`config.mk`:
```
export PLATFORM = sky130hd
export DESIGN_NAME = keypad_entry_display
export DESIGN_NICKNAME = d
export VERILOG_FILES = /design/src/rtl/keypad_entry_display.sv
export SDC_FILE = /design/constraint.sdc
export NUM_CORES = 1
export LEC_CHECK = 0
export BUFFER_PORTS_ARGS = -buffer_cell sky130_fd_sc_hd__buf_2
export CAP_MARGIN = 40
export CORE_UTILIZATION = 25
export CTS_CLUSTER_DIAMETER = 60
export DETAILED_ROUTE_END_ITERATION = 8
export HOLD_SLACK_MARGIN = 0.1
export PLACE_DENSITY = 0.38
export SLEW_MARGIN = 15
export SYNTH_ARGS = -nofsm -noshare
export SYNTH_HDL_FRONTEND = slang
export SYNTH_SLANG_ARGS = --single-unit
export TNS_END_PERCENT = 100
```
`constraint.sdc`:
```
create_clock -name clk -period 2.9 [get_ports clk]
set_input_delay 0.145 -clock clk [delete_from_list [all_inputs] [get_ports clk]]
set_output_delay 0.145 -clock clk [all_outputs]
set_load 0.05 [all_outputs]
```
`src/rtl/keypad_entry_display.sv`:
```
// keypad_entry_display
//   Consumes per-frame results from the 4x3 keypad scanner. It debounces
//   them into one key event per physical press and keeps a 4-digit hex
//   entry register: digits shift in, E clears, F deletes the last digit.
//   The register is shown on a multiplexed 4-digit seven-segment display.
//
//   Optional feature: define LEADING_BLANK_EN to blank leading zero digits.
//   digit0 always shows.
//
// Ports:
//   clk       system clock (rising edge)
//   rst_n     synchronous active-low reset
//   sample_en one-cycle strobe per completed scanner frame
//   key_hit   key detected in the frame (valid with sample_en)
//   key_code  hex code of the detected key (valid with sample_en)
//   key_event one-cycle pulse per accepted press
//   entry     entry register, digit3 = [15:12] .. digit0 = [3:0]
//   seg       segments {g,f,e,d,c,b,a}, active-high
//   common    digit select, active-low one-hot
module keypad_entry_display #(
  parameter int STABLE_CNT  = 4,
  parameter int REFRESH_DIV = 50000
) (
  input  logic        clk,
  input  logic        rst_n,
  input  logic        sample_en,
  input  logic        key_hit,
  input  logic [3:0]  key_code,
  output logic        key_event,
  output logic [15:0] entry,
  output logic [6:0]  seg,
  output logic [3:0]  common
);

  typedef enum logic [1:0] {IDLE, CONFIRM, HELD} state_t;

  localparam logic [3:0] STABLE = 4'(STABLE_CNT);
  localparam int         RW     = (REFRESH_DIV > 2) ? $clog2(REFRESH_DIV) : 1;
  localparam logic [RW-1:0] RLAST = RW'(REFRESH_DIV - 1);

  state_t      state;
  logic [3:0]  cap_code;
  logic [3:0]  cnt;

  logic [RW-1:0] rcnt;
  logic [1:0]    idx;
  logic [3:0]    nibble;
  logic          blank;
  logic [6:0]    seg_next;

  function automatic logic [15:0] apply_key(input logic [15:0] e, input logic [3:0] c);
    case (c)
      4'hE:    apply_key = '0;
      4'hF:    apply_key = {4'h0, e[15:4]};
      default: apply_key = {e[11:0], c};
    endcase
  endfunction

  function automatic logic [6:0] hex7(input logic [3:0] n);
    case (n)
      4'h0: hex7 = 7'b0111111;
      4'h1: hex7 = 7'b0000110;
      4'h2: hex7 = 7'b1011011;
      4'h3: hex7 = 7'b1001111;
      4'h4: hex7 = 7'b1100110;
      4'h5: hex7 = 7'b1101101;
      4'h6: hex7 = 7'b1111101;
      4'h7: hex7 = 7'b0000111;
      4'h8: hex7 = 7'b1111111;
      4'h9: hex7 = 7'b1101111;
      4'hA: hex7 = 7'b1110111;
      4'hB: hex7 = 7'b1111100;
      4'hC: hex7 = 7'b0111001;
      4'hD: hex7 = 7'b1011110;
      4'hE: hex7 = 7'b1111001;
      default: hex7 = 7'b1110001;
    endcase
  endfunction

  // Debounce FSM and entry register. The accepting sample updates entry and
  // raises key_event on the same edge; when accepting from CONFIRM the
  // incoming code equals cap_code, so key_code is used directly.
  always_ff @(posedge clk) begin
    if (!rst_n) begin
      state     <= IDLE;
      cap_code  <= '0;
      cnt       <= '0;
      key_event <= 1'b0;
      entry     <= '0;
    end else begin
      key_event <= 1'b0;
      if (sample_en) begin
        case (state)
          IDLE: begin
            if (key_hit) begin
              cap_code <= key_code;
              if (STABLE == 4'd1) begin
                cnt       <= '0;
                state     <= HELD;
                key_event <= 1'b1;
                entry     <= apply_key(entry, key_code);
              end else begin
                cnt   <= 4'd1;
                state <= CONFIRM;
              end
            end
          end
          CONFIRM: begin
            if (!key_hit) begin
              cnt   <= '0;
              state <= IDLE;
            end else if (key_code != cap_code) begin
              cap_code <= key_code;
              cnt      <= 4'd1;
            end else if ((cnt + 4'd1) == STABLE) begin
              cnt       <= '0;
              state     <= HELD;
              key_event <= 1'b1;
              entry     <= apply_key(entry, key_code);
            end else begin
              cnt <= cnt + 4'd1;
            end
          end
          HELD: begin
            if (key_hit) begin
              cnt <= '0;
            end else if ((cnt + 4'd1) == STABLE) begin
              cnt   <= '0;
              state <= IDLE;
            end else begin
              cnt <= cnt + 4'd1;
            end
          end
          default: begin
            cnt   <= '0;
            state <= IDLE;
          end
        endcase
      end
    end
  end

  always_comb begin
    nibble = entry[3:0];
    blank  = 1'b0;
    case (idx)
      2'd1: nibble = entry[7:4];
      2'd2: nibble = entry[11:8];
      2'd3: nibble = entry[15:12];
      default: nibble = entry[3:0];
    endcase
`ifdef LEADING_BLANK_EN
    case (idx)
      2'd1: blank = (entry[15:4] == 12'h000);
      2'd2: blank = (entry[15:8] == 8'h00);
      2'd3: blank = (entry[15:12] == 4'h0);
      default: blank = 1'b0;
    endcase
`endif
    seg_next = blank ? 7'b0000000 : hex7(nibble);
  end

  // Display refresh. common/seg are re-registered every cycle from the
  // current index and entry, so they trail an index change by one edge.
  always_ff @(posedge clk) begin
    if (!rst_n) begin
      rcnt   <= '0;
      idx    <= '0;
      common <= 4'b1110;
      seg    <= 7'b0111111;
    end else begin
      if (rcnt == RLAST) begin
        rcnt <= '0;
        idx  <= idx + 2'd1;
      end else begin
        rcnt <= rcnt + 1'b1;
      end
      common <= ~(4'b0001 << idx);
      seg    <= seg_next;
    end
  end

endmodule
```
==> results of run 1 <==
## final cells by class
class                           count  area, sq um
Clock inverter                      3        27.53
Sequential cell                    56         1121
Timing Repair Buffer               40        212.7
Fill cell                        1171         7662
Clock buffer                        5        125.1
Inverter                           12        45.04
Multi-Input combinational cell    228         1567
Tap cell                          140        175.2
## per-stage QoR
step	hold slack (ps)	cells	util	power [W]	cell area [sq um]
after detailed placement	419.7	476	0.2854	0.0008711	3120
after global routing	117.2	484	0.2993	0.001548	3273
after floorplan	289.9	312	-	0.0008452	2823
after CTS	109.9	484	0.2993	0.001517	3273
after global placement	425.4	476	0.2854	0.0008715	3120
final	113.4	484	0.2993	0.001484	3273
## layer usage
| metal | global-route usage | up-vias | part of all wire |
|---|---|---|---|
| li1 | - | 1163 | - |
| met2 | 0.2015 | 30 | 0.46 |
| met3 | 0.02170 | 4 | 0.028 |
| met1 | 0.1633 | 1081 | 0.50 |
| met5 | 0 | - | 0 |
| met4 | 0.02896 | 0 | 0.0083 |
## power groups by stage
| stage | clock network, W | registers (W) | logic [W] |
|---|---|---|---|
| floorplan | 0 | 0.000802 | 0.0000437 |
| global placement | 0 | 0.000804 | 0.0000674 |
| detailed placement | 0 | 0.000804 | 0.0000671 |
| CTS | 0.000664 | 0.000786 | 0.0000672 |
| global route | 0.000686 | 0.000788 | 0.0000745 |
| finish | 0.000634 | 0.000786 | 0.0000653 |
## final timing paths
check | from | end | slack, ps | depth (start not counted)
worst max-delay path | idx[0] | seg[3] | 520 | 10
worst min-delay path | rst_n | state[1] | 110 | 2
worst max register to register | idx[0] | seg[3] | 520 | 10
worst min register to register | rcnt[0] | rcnt[0] | 470 | 1
## cells by family after synthesis
family | synth area share
AND/OR/NAND/NOR | 0.2376
AO/OA/AOI/OAI | 0.1627
XOR/XNOR | 0.05895
buffers and inverters | 0.04787
multiplexers | 0.02926
adder cells (fa/ha/maj) | 0.06649
flip-flops | 0.3972
## sequential cells by signal, summed over array words and instances, names as in the netlist
| name | count |
|---|---|
| entry | 16 |
| common | 4 |
| cap_code | 4 |
| seg | 7 |
| state | 2 |
| cnt | 4 |
| key_event | 1 |
| rcnt | 16 |
| idx | 2 |
## cells in the final DEF (no fill, tap or decap), drive strengths merged, types with 5 or more instances in the layout
cell type  count
dfxtp         56
buf           40
nand2         37
nand3         29
nor2          21
ha            15
xor2          13
inv           13
a21boi        12
o211a         11
nor2b          7
nand2b         7
mux2i          6
and3           6
xnor2          6
a222oi         5
o21ai          5
and2           5
clkbuf         5
==> results.py, run 1 <==
metrics = {
    "outcome": {
        "status": "complete, no violations",
    },
    "power": {
        "ir_worst_vdd_mv": 0.2396,
        "switchingPower_w": 0.0003569,
        "p_leak_nw": 1.399,
        "power.density_nw_per_um2": 453.5,
        "seqPwrFrac": 0.529,
        "internal-power_w": 0.001128,
        "clock_power_share": 0.427,
        "p_sw_frac": 0.2404,
        "pwr-share-comb": 0.044,
    },
    "die": {
        "die_y_um": 108.3,
        "start_util": 0.2581,
        "rows": 38,
        "die_w_um": 108.3,
        "io_pins": 36,
        "core-area_sq_um": 10940,
        "dieArea_sq_um": 11720,
    },
    "yosys": {
        "synth_nets": 335,
        "synth_cell_type_count": 49,
        "synthArstFlopShare": 0,
        "syn_area_per_cell_sq_um": 9.047,
        "synth-edff-count": 0,
        "yosys-top-cells-area": "dfxtp_1, ha_1, nand3_1, nand2_1, xor2_1",
        "synthMostInstantiatedCell": "dfxtp_1",
        "seq_area_frac_synth": 0.3972,
        "ys_warn_count": 0,
        "yosys-top-cells-count": "dfxtp_1, nand2_1, nand3_1",
        "synthFlopType": "dfxtp_1",
        "yosysTopAreaCell": "dfxtp_1",
        "netlist_area_sq_um": 2823,
        "synth_top_area_frac": 0.3972,
        "syn_inst": 312,
        "synth_seq_cells": 56,
    },
    "worst_setup_path": {
        "crit_path_cell_trace": "inv_1 -> ha_1 -> a222oi_1 -> nand2_1 -> o21ai_0 -> inv_1 -> ha_1 -> inv_1 -> mux4_2 -> nand2_1",
        "worst_path_largest_cell_delay_ps": 430,
        "slowest_stage": "mux4_2",
        "crit_arrival_ps": 2620,
        "crit_path_max_fanout": 5,
        "worst_path_most_repeated_cell": "inv_1",
        "cp_data_required_time_ps": 3140,
        "crit_buf_inv": 3,
        "endpoint_kind": "register",
        "crit_type": "reg2reg",
        "crit_family": "adder cells",
        "start_kind": "register",
    },
    "clock_network": {
        "cts_setup_buffers": 0,
        "cts_resized": 0,
        "clk_path_buf_depth": 2,
        "cts_hold_buf": 0,
        "cts.reportedPaths.clkPinSlew_ps": 80,
        "clock-sinks": 56,
        "cts_max_level": 2,
        "cts_tree": "done",
        "root_buffer": "clkbuf_16",
        "insertion_delay_ps": 300,
        "numCtsBuffers": 5,
    },
    "global_routing": {
        "grt_pass1_wl_mm": 11.14,
        "grt_usage": 0.1216,
        "grt_pass1_vias": 2183,
        "gr-total-overflow": 0,
        "antenna_found_initial": 0,
        "grt_max_degree": 42,
    },
    "timing": {
        "tightest_slew_ps": 815.6,
        "fin_skew_ps": 4.526,
        "fin_crit_ps": 2380,
        "setup_ws_ps": 519.6,
        "setup_viol": 0,
        "rsz0062_at_grt": "no",
        "max_freq_mhz": 420.1,
        "tns_ps": 0,
        "slew_viol_final": 0,
        "slew_headroom": 0.4407,
        "finalHoldViolCount": 0,
        "period_share": 0.8208,
    },
    "hold_path": {
        "hold_path_class": "in2reg",
    },
    "detailed_routing": {
        "wl_per_cell_um": 13.98,
        "vias": 2278,
        "via_per_inst": 4.707,
        "drtIter0Drc": 65,
        "drtPass1Iterations": 4,
        "drcViolationCount": 0,
        "drtAntennaViolNets": 0,
        "routed_wl_mm": 6.768,
    },
    "layout": {
        "areaGrowthSynthToFinish_pct": 15.96,
        "fin_nets": 366,
        "diodes": 0,
        "layout-drive-gt1-share": 0.1541,
    },
    "placed_design": {
        "dp_hpwl_mm": 4.768,
        "io_buffers": 35,
        "place.gp.congestion": 0.7049,
        "pre_cts_ws_ps": 506.8,
    },
    "job": {
        "drv_cap": 0,
    },
}
Power figures use the tool's default switching activity.
==> inputs of run 2 (changes only) <==
Settings changed: PLACE_DENSITY 0.38 to 0.39.
Clock period 2.9 ns to 2.01 ns, I/O delays scaled along.
==> results.py, run 2 (same netlist as run 1, synthesis figures left out) <==
metrics = {
    "outcome": {
        "status": "complete, but fails checks",
        "violations": "setup timing",
    },
    "layout": {
        "fin_nets": 396,
        "layoutNonFillerInstCount": 514,
        "areaGrowthSynthToFinish_pct": 29.26,
        "largestRegisters": "entry: 16 flops, rcnt: 16 flops, seg: 7 flops",
        "fillerInstances": 1148,
        "final_cell_mix": "dfxtp_1, nand2_1, buf_2",
        "layout-drive-gt1-share": 0.2754,
        "post-route-util": 0.3336,
        "seq_area_sq_um": 1131,
        "diodes": 0,
        "layout_commonest_cell": "dfxtp_1",
        "multi_input_area_sq_um": 1664,
    },
    "worst_setup_path": {
        "cp_data_required_time_ps": 2250,
        "crit_type": "reg2reg",
        "crit_path_cell_trace": "inv_4 -> ha_4 -> a222oi_1 -> nand2_1 -> o21ai_4 -> inv_2 -> ha_4 -> inv_2 -> mux4_2 -> nand2_1",
        "start_kind": "register",
        "crit_buf_inv": 3,
        "rr_worst_depth": 10,
        "regToRegEndpoint": "seg[3]",
        "crit_family": "adder cells",
        "worst_path_largest_cell_delay_ps": 430,
        "crit_arrival_ps": 2310,
        "r2r_slack_ps": -70,
        "slowest_stage": "mux4_2",
        "r2r_start": "idx[0]",
        "endpoint_kind": "register",
        "crit_path_max_fanout": 4,
    },
    "placed_design": {
        "dp.cells": 501,
        "place.gp.congestion": 0.7516,
        "pre_cts_ws_ps": -68.15,
        "io_buffers": 35,
        "dp_hpwl_mm": 4.982,
    },
    "global_routing": {
        "grt_pass1_vias": 2380,
        "grt_pass1_wl_mm": 11.66,
        "grt_usage": 0.1273,
        "gr-total-overflow": 0,
        "grt_max_degree": 40,
        "antenna_found_initial": 0,
    },
    "clock_network": {
        "clock-sinks": 56,
        "cts.reportedPaths.clkPinSlew_ps": 70,
        "cts_max_level": 2,
        "insertion_delay_ps": 290,
        "clk_path_buf_depth": 2,
        "numCtsBuffers": 5,
        "root_buffer": "clkbuf_16",
        "cts_tree": "done",
    },
    "timing": {
        "setup_ws_ps": -66.11,
        "slew_viol_final": 0,
        "fin_crit_ps": 2076,
        "max_freq_mhz": 481.7,
        "slew_headroom": 0.5907,
        "whs_ps": 114.4,
        "fin_skew_ps": 8.003,
        "rsz0062_at_grt": "yes",
        "tightest_slew_ps": 612.3,
        "period_share": 1.033,
        "finalHoldViolCount": 0,
        "setup_viol": 1,
    },
    "detailed_routing": {
        "wl_per_cell_um": 13.76,
        "drtPass1Iterations": 4,
        "vias": 2401,
        "drcViolationCount": 0,
        "drtAntennaViolNets": 0,
        "via_per_inst": 4.671,
        "routed_wl_mm": 7.075,
        "drtIter0Drc": 76,
    },
    "die": {
        "io_pins": 36,
        "die_w_um": 108.3,
        "dieArea_sq_um": 11720,
        "rows": 38,
        "core-area_sq_um": 10940,
        "die_y_um": 108.3,
        "start_util": 0.2581,
    },
    "hold_path": {
        "min_from": "key_code[1]",
        "worstHoldPathCells": 3,
        "hold_path_class": "in2reg",
        "holdPathEnd": "cap_code[1]",
    },
    "job": {
        "drv_cap": 0,
    },
    "power": {
        "seqPwrFrac": 0.502,
        "design_power_total_w": 0.002248,
        "switchingPower_w": 0.0004965,
        "power.density_nw_per_um2": 616.1,
        "clock_power_share": 0.452,
        "p_leak_nw": 1.583,
        "ir_worst_vdd_mv": 0.3005,
        "pwr-share-comb": 0.046,
        "internal-power_w": 0.001751,
        "p_sw_frac": 0.2209,
    },
}
run 2: changes by cell type in the layout (fill, tap and decap cells not counted), sizes merged:
cell         before  now
buf              40   69
bufinv            0    1
clkinvlp          1    0
dlygate4sd3       0    1
run 2: cell type report:
| type | count | share of cell area |
|---|---|---|
| clock buffer | 5 | 0.03429 |
| inverter | 12 | 0.01372 |
| sequential | 56 | 0.3100 |
| tap | 140 | 0.04801 |
| multi-input combinational | 228 | 0.4561 |
| timing repair buffer | 70 | 0.1252 |
| clock inverter | 3 | 0.01269 |
run 2: through the flow:
stage / instance area, sq um / setup TNS, ps
floorplan: 2864 / -34.28
global placement: 3362 / -66.57
detailed placement: 3362 / -68.88
CTS: 3572 / -78.45
global route: 3649 / -448.9
finish: 3649 / -66.11
run 2: layer usage:
metal / global-route usage / wire length (um) / vias up
li1: - / - / 1225
met1: 0.1569 / 3316 / 1122
met2: 0.2216 / 3418 / 44
met3: 0.02411 / 215 / 10
met4: 0.04247 / 124 / 0
met5: 0 / 0 / -
run 2: how the worst max path moves through the flow:
| stage | depth (start not counted) | startpoint | to |
|---|---|---|---|
| floorplan | 8 | idx[0] | seg[3] |
| global placement | 10 | idx[1] | seg[3] |
| detailed placement | 10 | idx[1] | seg[3] |
| CTS | 10 | idx[0] | seg[3] |
| global route | 10 | idx[0] | seg[3] |
| finish | 10 | idx[0] | seg[3] |
run 2: power by group through the flow:
stage | Sequential [W] | Clock, W | Combinational, W
finish | 0.00113 | 0.00102 | 0.000103
global route | 0.00113 | 0.00109 | 0.000117
CTS | 0.00113 | 0.00106 | 0.000106
detailed placement | 0.00116 | 0 | 0.000104
global placement | 0.00116 | 0 | 0.000105
floorplan | 0.00116 | 0 | 0.0000630
run 2: worst register-to-register path: stages (launching register included):
cell	delay (ps)
dfxtp_4	390
inv_4	50
ha_4	160
a222oi_1	320
nand2_1	140
o21ai_4	90
inv_2	70
ha_4	270
inv_2	20
mux4_2	430
nand2_1	70
run 2: what timing repair did:
item	CTS	global route
pin swaps	2	7
buffers inserted	1	4
hold buffers	1	0
gates resized for setup	6	14
endpoints found under the hold margin	1	0
setup endpoints to repair	2	7
